[src/rtl/seven_seg_pkg.sv]
// Shared seven-segment definitions: gfedcba glyph table, slot FSM states, polarity-aware lookup.
// Pure constants and functions; no latency, no flow control.
package seven_seg_pkg;

   typedef enum logic {
      DEAD = 1'b0,
      SHOW = 1'b1
   } fsm_state_t;

   // Active-low gfedcba patterns for hex 0..F (b and d are lower case).
   localparam logic [6:0] SEG_LUT [16] = '{
      7'b1000000, 7'b1111001, 7'b0100100, 7'b0110000,
      7'b0011001, 7'b0010010, 7'b0000010, 7'b1111000,
      7'b0000000, 7'b0010000, 7'b0001000, 7'b0000011,
      7'b1000110, 7'b0100001, 7'b0000110, 7'b0001110
   };

   function automatic logic [6:0] to_seg(input logic [3:0] nibble, input logic active_low);
      logic [6:0] pat;
      pat = SEG_LUT[nibble];
      return active_low ? pat : ~pat;
   endfunction

endpackage

[src/rtl/seven_seg_decoder.sv]
// Hex nibble to seven-segment pattern for the selected polarity.
// Combinational, zero latency; no flow control.
module seven_seg_decoder
   import seven_seg_pkg::*;
#(
   parameter bit ACTIVE_LOW = 1'b1
) (
   input  logic [3:0] nibble_i,
   output logic [6:0] seg_o
);

   always_comb begin
      seg_o = to_seg(nibble_i, ACTIVE_LOW);
   end

endmodule

[src/rtl/seven_seg_mux_n.sv]
// N-digit time-multiplexed seven-segment driver with per-frame snapshot, dead time, blanking and LZ suppression.
// All outputs registered; display changes take effect one cycle after the edge that computes them; no backpressure.
module seven_seg_mux_n
   import seven_seg_pkg::*;
#(
   parameter int  NUM_DIGITS     = 4,
   parameter int  REFRESH_DIV    = 24000,
   parameter int  DEAD_CYCLES    = 240,
   parameter bit  SEG_ACTIVE_LOW = 1'b1,
   parameter bit  EN_ACTIVE_LOW  = 1'b1,
   localparam int SUM_W          = $clog2(15*NUM_DIGITS+1)
) (
   input  logic                    clk,
   input  logic                    reset,
   input  logic [4*NUM_DIGITS-1:0] digits_i,
   input  logic [NUM_DIGITS-1:0]   blank_mask_i,
   input  logic                    lz_suppress_i,
   output logic [6:0]              seg_o,
   output logic [NUM_DIGITS-1:0]   en_o,
   output logic [SUM_W-1:0]        sum_o,
   output logic                    frame_tick_o
);

   localparam int CNT_W = (REFRESH_DIV > 1) ? $clog2(REFRESH_DIV) : 1;
   localparam int IDX_W = $clog2(NUM_DIGITS);

   localparam logic [CNT_W-1:0]      CNT_LAST = CNT_W'(REFRESH_DIV - 1);
   localparam logic [CNT_W-1:0]      DEAD_END = CNT_W'(DEAD_CYCLES);
   localparam logic [IDX_W-1:0]      IDX_LAST = IDX_W'(NUM_DIGITS - 1);
   localparam logic [6:0]            SEG_OFF  = {7{SEG_ACTIVE_LOW}};
   localparam logic [NUM_DIGITS-1:0] EN_OFF   = {NUM_DIGITS{EN_ACTIVE_LOW}};

   logic                    run_q, run_d;
   logic [CNT_W-1:0]        cnt_q, cnt_d;
   logic [IDX_W-1:0]        idx_q, idx_d;
   logic [4*NUM_DIGITS-1:0] snap_dig_q, snap_dig_d;
   logic [NUM_DIGITS-1:0]   snap_mask_q, snap_mask_d;
   logic                    snap_lz_q, snap_lz_d;
   fsm_state_t              state_q, state_d;
   logic [6:0]              seg_q, seg_d;
   logic [NUM_DIGITS-1:0]   en_q, en_d;
   logic [SUM_W-1:0]        sum_q, sum_d;
   logic                    tick_q, tick_d;

   logic                    frame_start;
   logic [SUM_W-1:0]        sum_calc;
   logic [NUM_DIGITS-1:0]   dark;
   logic                    zero_above;
   logic [3:0]              nib_sel;
   logic [6:0]              dec_seg;
   logic [NUM_DIGITS-1:0]   onehot;

   // Slot counter and digit index; the first edge out of reset opens frame 0.
   always_comb begin
      run_d       = 1'b1;
      cnt_d       = cnt_q;
      idx_d       = idx_q;
      frame_start = 1'b0;
      if (!run_q) begin
         cnt_d       = '0;
         idx_d       = '0;
         frame_start = 1'b1;
      end else if (cnt_q == CNT_LAST) begin
         cnt_d = '0;
         if (idx_q == IDX_LAST) begin
            idx_d       = '0;
            frame_start = 1'b1;
         end else begin
            idx_d = idx_q + 1'b1;
         end
      end else begin
         cnt_d = cnt_q + 1'b1;
      end
   end

   always_comb begin
      sum_calc = '0;
      for (int k = 0; k < NUM_DIGITS; k++) begin
         sum_calc = sum_calc + SUM_W'(digits_i[4*k +: 4]);
      end
      snap_dig_d  = frame_start ? digits_i      : snap_dig_q;
      snap_mask_d = frame_start ? blank_mask_i  : snap_mask_q;
      snap_lz_d   = frame_start ? lz_suppress_i : snap_lz_q;
      sum_d       = frame_start ? sum_calc      : sum_q;
      tick_d      = frame_start;
   end

   // Dark map is derived from the snapshot that will be live next cycle, so a new frame shows new data at once.
   always_comb begin
      zero_above = 1'b1;
      dark       = '0;
      for (int k = NUM_DIGITS - 1; k >= 0; k--) begin
         dark[k]    = snap_mask_d[k] |
                      (snap_lz_d & zero_above & (snap_dig_d[4*k +: 4] == 4'h0) & (k != 0));
         zero_above = zero_above & (snap_dig_d[4*k +: 4] == 4'h0);
      end
   end

   always_comb begin
      nib_sel = snap_dig_d[4*idx_d +: 4];
   end

   seven_seg_decoder #(
      .ACTIVE_LOW (SEG_ACTIVE_LOW)
   ) u_dec (
      .nibble_i (nib_sel),
      .seg_o    (dec_seg)
   );

   always_comb begin
      if (cnt_d == '0) begin
         state_d = (DEAD_END != '0) ? DEAD : SHOW;
      end else if (cnt_d == DEAD_END) begin
         state_d = SHOW;
      end else begin
         state_d = state_q;
      end

      onehot = NUM_DIGITS'(1) << idx_d;
      seg_d  = SEG_OFF;
      en_d   = EN_OFF;
      if (state_d == SHOW && !dark[idx_d]) begin
         seg_d = dec_seg;
         en_d  = onehot ^ EN_OFF;
      end
   end

   always_ff @(posedge clk) begin
      if (reset) begin
         run_q       <= 1'b0;
         cnt_q       <= '0;
         idx_q       <= '0;
         snap_dig_q  <= '0;
         snap_mask_q <= '0;
         snap_lz_q   <= 1'b0;
         state_q     <= DEAD;
         seg_q       <= SEG_OFF;
         en_q        <= EN_OFF;
         sum_q       <= '0;
         tick_q      <= 1'b0;
      end else begin
         run_q       <= run_d;
         cnt_q       <= cnt_d;
         idx_q       <= idx_d;
         snap_dig_q  <= snap_dig_d;
         snap_mask_q <= snap_mask_d;
         snap_lz_q   <= snap_lz_d;
         state_q     <= state_d;
         seg_q       <= seg_d;
         en_q        <= en_d;
         sum_q       <= sum_d;
         tick_q      <= tick_d;
      end
   end

   assign seg_o        = seg_q;
   assign en_o         = en_q;
   assign sum_o        = sum_q;
   assign frame_tick_o = tick_q;

endmodule

[config.mk]
export PLATFORM = sky130hd
export DESIGN_NAME = seven_seg_mux_n
export DESIGN_NICKNAME = d
export VERILOG_FILES = /design/src/rtl/seven_seg_pkg.sv /design/src/rtl/seven_seg_decoder.sv /design/src/rtl/seven_seg_mux_n.sv
export SDC_FILE = /design/constraint.sdc
export NUM_CORES = 1
export LEC_CHECK = 0
export ABC_AREA = 1
export BUFFER_PORTS_ARGS = -buffer_cell sky130_fd_sc_hd__buf_2
export CORE_MARGIN = 2
export CORE_UTILIZATION = 50
export DETAILED_ROUTE_END_ITERATION = 10
export PLACE_DENSITY = 0.7
export SLEW_MARGIN = 20
export SYNTH_ARGS = -nofsm -noshare
export SYNTH_HDL_FRONTEND = slang
export SYNTH_SLANG_ARGS = --single-unit
[constraint.sdc]
create_clock -name clk -period 3.1 [get_ports clk]
set_input_delay 0.31 -clock clk [delete_from_list [all_inputs] [get_ports clk]]
set_output_delay 0.31 -clock clk [all_outputs]
set_load 0.05 [all_outputs]
==> impl_metrics.tcl, run 1 <==
set metrics [dict create \
    critPathLaunchType "flip-flop" \
    nNetsFinal 617 \
    grt_max_degree 42 \
    r2r_slack_ns 0.33 \
    r2r-end "seg_o[1]" \
    synth_top_area_share_pct 33.2 \
    power.switching_w 0.000519 \
    path_class "reg -> reg" \
    outcome "completed" \
    switching_share_pct 29.3 \
    die_x_um 87.6 \
    seqPwrFrac_pct 44.1 \
    post_cts_buffers 0 \
    cts_buffers 9 \
    synth_top_family_by_area "simple AND/OR/NAND/NOR gates" \
    initial_core_util_pct 51.4 \
    fin_tns_setup_ns 0 \
    vias 3350 \
    skew_ns 0.00719 \
    dpl.hpwl_um 6290 \
    hp-class "in -> reg" \
    syn-instance-count 532 \
    yosysWarningCount 0 \
    ctsResizeCount 0 \
    grt_use_total_pct 23.5 \
    finalCritPeriodShare_pct 89.3 \
    setup_viol 0 \
    drcViolationCount 0 \
    cts_tree "yes" \
    yosys.area_share.simple_pct 42.1 \
    ys_seq_area_share_pct 33.2 \
    critical_path_required_ns 3.32 \
    min_path_cells 3 \
    syn_nets 576 \
    avgSynthCellArea_um2 6.56 \
    synthAdderAreaFrac_pct 9.24 \
    core_area_mm2 0.00679 \
    clockRootBuffer "clkbuf_8" \
    drt_pass1_iterations 5 \
    combPwrFrac_pct 17.8 \
    clock-sinks 58 \
    relSlewSlack_pct 49.8 \
    ys_ff_latch 58 \
    finalWeightedCongestion 0.938 \
    end_kind "flip-flop" \
    intPower_w 0.00126 \
    portBuffers 40 \
    synth-compound-area-share_pct 4.91 \
    synth.area.mux_share_pct 0.287 \
    peakVddDrop_mv 0.368 \
    grt_pass1_wl_um 14200 \
    dr.first_iter.drc_count 211 \
    antenna_found_initial 0 \
    ctsHtreeMaxLevel 3 \
    synth.area.top_cells "dfxtp_1 33%, nand2_1 17%, nand3_1 8.9%" \
    min_from "blank_mask_i[1]" \
    num_rows 30 \
    cts_hold_buf 0 \
    cp_max_fo 5 \
    grt_pass1_vias 3083 \
    overflow 0 \
    die_h_um 87.6 \
    postRouteAntennaNets 0 \
    leakage_nw 1.94 \
    ff2ff_path_depth 16 \
    netlist_area_mm2 0.00349 \
    syn_to_final_growth_pct 13.0 \
    period_needed_ns 2.77 \
    wl_um 8090 \
    slew_violations 0 \
    io_pins 41 \
    clockBufferDepth 2 \
    drt-wirelength-per-cell_um 12.0 \
    yosysTopAreaCell "dfxtp_1" \
    worst_pin_slew_ns 0.754 \
    n_antenna_cell 0 \
    synth_xor_area_share_pct 1.00 \
    dieArea_mm2 0.00767 \
    clkPwrFrac_pct 38.1 \
    worstHoldEndpoint "snap_mask_q[1]" \
    rsz0062_at_grt "no" \
    reg2reg_from "cnt_q[0]" \
    hold_viol 0 \
    clk_latency_ns 0.35 \
    drive_above_1_share_pct 13.7 \
    nFillCells 673 \
    cts.clk_slew.worst_paths_ns 0.07 \
    maxCapViolCount 0 \
    arrival_ns 2.99 \
    total_power_w 0.00178 \
    ys_types 34 \
    timing.fmax_ghz 0.361 \
    powerDensity_mw_per_mm2 450 \
    viasPerCell 4.97 \
]
synthesized netlist by cell type:
library cell / n
nand2_1: 160
nor2_1: 82
nand3_1: 62
inv_1: 59
dfxtp_1: 58
ha_1: 13
o21ai_0: 12
a21oi_1: 9
nand3b_1: 9
fa_1: 8
clkbuf_1: 6
inv_2: 5
nand4_1: 5
nor2_2: 5
buf_2: 4
nor3_1: 4
o21ai_1: 4
xor2_1: 3
and2_1: 2
buf_4: 2
buf_6: 2
nand2_2: 2
nand2_4: 2
nand3_2: 2
nor2_4: 2
o21bai_1: 2
a21oi_2: 1
a31oi_1: 1
mux2i_1: 1
o21a_1: 1
o21ai_2: 1
or2_1: 1
or2_2: 1
xnor2_1: 1
sequential cells by signal, summed over array words and instances (netlist names):
| name | cells |
|---|---|
| cnt_q | 15 |
| en_o | 4 |
| frame_tick_o | 1 |
| idx_q | 2 |
| run_q | 1 |
| seg_o | 7 |
| snap_dig_q | 16 |
| snap_lz_q | 1 |
| snap_mask_q | 4 |
| state_q | 1 |
| sum_o | 6 |
metrics by stage:
step	worst slack (ns)	instances	utilization (%)	hold slack, ns	instance area, um^2
finish	0.330	674	58.1	0.244	3950
global route	0.0170	674	58.1	0.275	3950
CTS	0.368	674	58.1	0.237	3950
detailed placement	0.386	658	55.4	0.468	3760
global placement	0.472	658	55.4	0.461	3760
floorplan	0.696	532	-	0.427	3490
layout make-up:
type	count	area, um^2	share of cell area (%)
Tap cell	96	120	3.04
Clock inverter	5	53.8	1.36
Clock buffer	11	131	3.33
Inverter	64	240	6.09
Timing Repair Buffer	44	230	5.83
Multi-Input combinational cell	396	2010	50.9
Sequential cell	58	1160	29.4
layer usage:
| metal | vias up | track usage [%] | routed length, um | part of all wire [%] |
|---|---|---|---|---|
| li1 | 1754 | - | - | - |
| met1 | 1476 | 32.0 | 3790 | 47 |
| met2 | 103 | 36.2 | 3590 | 44 |
| met3 | 17 | 5.66 | 501 | 6.2 |
| met4 | 0 | 9.09 | 202 | 2.5 |
| met5 | - | 0 | 0 | 0 |
worst max path at each step:
stage / endpoint / start / cells past startpoint
after floorplan: seg_o[1] / cnt_q[0] / 18
after global placement: seg_o[1] / cnt_q[0] / 16
after detailed placement: seg_o[1] / cnt_q[0] / 16
after CTS: seg_o[1] / cnt_q[0] / 16
after global routing: seg_o[3] / cnt_q[0] / 17
final: seg_o[1] / cnt_q[0] / 16
worst max-delay path, stage by stage (launching register included):
cell     delay [ns]
dfxtp_1        0.38
ha_1           0.22
nand3_2        0.15
nor2_2         0.14
nand2_2        0.11
nand2_1        0.10
nand2_1        0.05
nor2_1         0.27
nor2_1         0.18
nand2_1        0.09
nand2_1        0.06
nor2_1         0.28
ha_1           0.30
nand2_1        0.09
nand2_1        0.05
nand2_1        0.06
nand3_1        0.07
power groups by stage:
stage / combinational [W] / clock [W] / sequential, W
after floorplan: 0.000215 / 0 / 0.000824
after global placement: 0.000313 / 0 / 0.000799
after detailed placement: 0.000316 / 0 / 0.000800
after CTS: 0.000318 / 0.000684 / 0.000783
after global routing: 0.000363 / 0.000727 / 0.000785
final: 0.000316 / 0.000676 / 0.000783
cells in the final DEF, fill, tap and decap left out, drive strengths merged:
cell type	n
a31oi	1
nor2	89
o21a	1
xor2	3
or2	2
a21oi	10
ha	13
o21ai	17
nand3	64
clkinv	3
o21bai	2
inv	65
mux2i	1
nand4	5
nand2	164
nand3b	9
and2	2
buf	44
bufinv	1
clkbuf	11
nor3	4
xnor2	1
fa	8
dfxtp	58
cell families (layout without fill, tap and decap cells):
| family | after synthesis | in the layout |
|---|---|---|
| compound gates | 31 | 31 |
| xor+xnor | 4 | 4 |
| fa+ha+maj | 21 | 21 |
| buf+inv | 78 | 124 |
| flops | 58 | 58 |
| mux | 1 | 1 |
| simple gates | 339 | 339 |
Note: power is estimated with default switching activity, not from simulation.
==> run 2: changes to the inputs <==
--- a/config.mk
+++ b/config.mk
@@ -10,7 +10,7 @@
 export CORE_MARGIN = 2
 export CORE_UTILIZATION = 50
 export DETAILED_ROUTE_END_ITERATION = 10
-export PLACE_DENSITY = 0.7
+export PLACE_DENSITY = 0.73
 export SLEW_MARGIN = 20
 export SYNTH_ARGS = -nofsm -noshare
 export SYNTH_HDL_FRONTEND = slang
==> constraint.sdc (replaced) <==
create_clock -name clk -period 2.5 [get_ports clk]
set_input_delay 0.25 -clock clk [delete_from_list [all_inputs] [get_ports clk]]
set_output_delay 0.25 -clock clk [all_outputs]
set_load 0.05 [all_outputs]
==> impl_metrics.tcl, run 2 (synthesis gave the netlist of run 1 again) <==
set metrics [dict create \
    period_needed_ns 2.36 \
    nFillCells 597 \
    final_util_pct 63.7 \
    path_cells "ha_4, nand3_4, nor2_4, nand2_4, nand2_2, nand3_4, nand2_2, inv_4, nand2_1, nand2_1, inv_1, nand2_2, ha_1, nand2_1, nand2_1, nand2_1, nand2_1, inv_1, nand3_1" \
    place_area_mm2 0.00387 \
    layout.cells.non_filler 694 \
    cp_max_fo 8 \
    drt-wirelength-per-cell_um 12.8 \
    path_class "reg -> reg" \
    timing.fmax_ghz 0.424 \
    dr.first_iter.drc_count 194 \
    core_area_mm2 0.00679 \
    postRouteAntennaNets 0 \
    reg2reg_from "cnt_q[1]" \
    overflow 0 \
    drt_pass1_iterations 5 \
    maxCapViolCount 0 \
    cp_common_cell "nand2_1" \
    clk_latency_ns 0.35 \
    ctsHtreeMaxLevel 3 \
    crit_family "simple AND/OR/NAND/NOR gates" \
    largest_register_ffs 16 \
    max_stage_delay_ns 0.35 \
    startpoint "cnt_q[1]" \
    portBuffers 40 \
    clock-sinks 58 \
    clockBufferDepth 2 \
    hold_ws_ns 0.163 \
    cts_tree "yes" \
    io_pins 41 \
    peakVddDrop_mv 0.356 \
    nNetsFinal 637 \
    final_common_cell "nand2_1" \
    grt_max_degree 24 \
    relSlewSlack_pct 70.5 \
    viasPerCell 5.15 \
    num_rows 30 \
    grt_pass1_wl_um 14600 \
    outcome "completed" \
    drive_above_1_share_pct 22.2 \
    min_from "blank_mask_i[1]" \
    final_cell_mix "154 x nand2_1, 72 x nor2_1, 59 x inv_1, 59 x nand3_1, 48 x dfxtp_1" \
    arrival_ns 2.60 \
    finalCritPeriodShare_pct 94.3 \
    die_x_um 87.6 \
    n_antenna_cell 0 \
    leakage_nw 2.08 \
    initial_core_util_pct 51.4 \
    syn_to_final_growth_pct 23.9 \
    hold_viol 0 \
    dpl.hpwl_um 6580 \
    vias 3577 \
    critPathLaunchType "flip-flop" \
    cts.clk_slew.worst_paths_ns 0.07 \
    clockRootBuffer "clkbuf_8" \
    finalWeightedCongestion 0.909 \
    antenna_found_initial 0 \
    grt_use_total_pct 24.3 \
    powerDensity_mw_per_mm2 563 \
    slew_violations 0 \
    die_h_um 87.6 \
    grt_pass1_vias 3258 \
    critical_path_buf_inv_count 3 \
    finalInstanceArea_mm2 0.00433 \
    largest-register "snap_dig_q" \
    dieArea_mm2 0.00767 \
    critical_path_required_ns 2.74 \
    drcViolationCount 0 \
    hp-class "in -> reg" \
    wl_um 8920 \
    setup_ws_ns 0.143 \
    preCtsSetupSlack_ns -0.0222 \
    setup_viol 0 \
    dp.cells 673 \
    cts_buffers 9 \
    skew_ns 0.00455 \
    worst_pin_slew_ns 0.442 \
    crit_path_top_delay_cell "dfxtp_2" \
    end_kind "flip-flop" \
]
==> run 2: per-stage QoR <==
step | total power [W] | TNS (ns)
6_report | 0.00244 | 0
3_5_place_dp | 0.00140 | -0.0295
2_1_floorplan | 0.00129 | 0
4_1_cts | 0.00242 | 0
3_3_place_gp | 0.00139 | 0
5_1_grt | 0.00254 | -0.184
==> run 2: worst register-to-register path: stages, from the launching register on <==
cell and delay (ns):
dfxtp_2 0.35, ha_4 0.16, nand3_4 0.10, nor2_4 0.14, nand2_4 0.12, nand2_2 0.12
nand3_4 0.15, nand2_2 0.15, inv_4 0.06, nand2_1 0.05, nand2_1 0.09, inv_1 0.08
nand2_2 0.09, ha_1 0.21, nand2_1 0.12, nand2_1 0.06, nand2_1 0.05, nand2_1 0.05
inv_1 0.04, nand3_1 0.05
==> run 2: cell type report <==
class	count	area (um^2)	area share, %
multi-input cells	398	2190	50.6
flip-flops and latches	58	1170	27.1
repair buffers	62	365	8.44
inverters	64	243	5.61
clock buffers	12	165	3.82
well taps	96	120	2.78
clock inverters	4	72.6	1.68
==> run 2: layer usage <==
layer	vias up	routed length [um]	GRT usage (%)
met5	-	0	0
met4	0	227	10.1
met3	25	554	5.28
met2	126	4190	39.3
met1	1633	3940	31.5
li1	1793	-	-
==> run 2: worst paths after layout <==
kind / end / slack (ns) / cells past startpoint
max: seg_o[3] / 0.14 / 19
min: snap_mask_q[1] / 0.16 / 3
max reg2reg: seg_o[3] / 0.14 / 19
min reg2reg: sum_o[0] / 0.49 / 2
==> run 2: repair_timing <==
action	in CTS	in global routing
buffers inserted	0	3
hold buffers	0	0
resized for setup	4	46
endpoints found under the setup margin	2	11
pin swaps	1	8
cloned	0	2
==> run 2: where the power goes <==
group | leakage, nW | internal, W | total, W | switching, W
clock network | 0.119 | 0.000641 | 0.00104 | 0.000398
registers | 0.478 | 0.000957 | 0.000972 | 0.0000153
logic | 1.48 | 0.000160 | 0.000426 | 0.000266
total | 2.08 | 0.00176 | 0.00244 | 0.000680
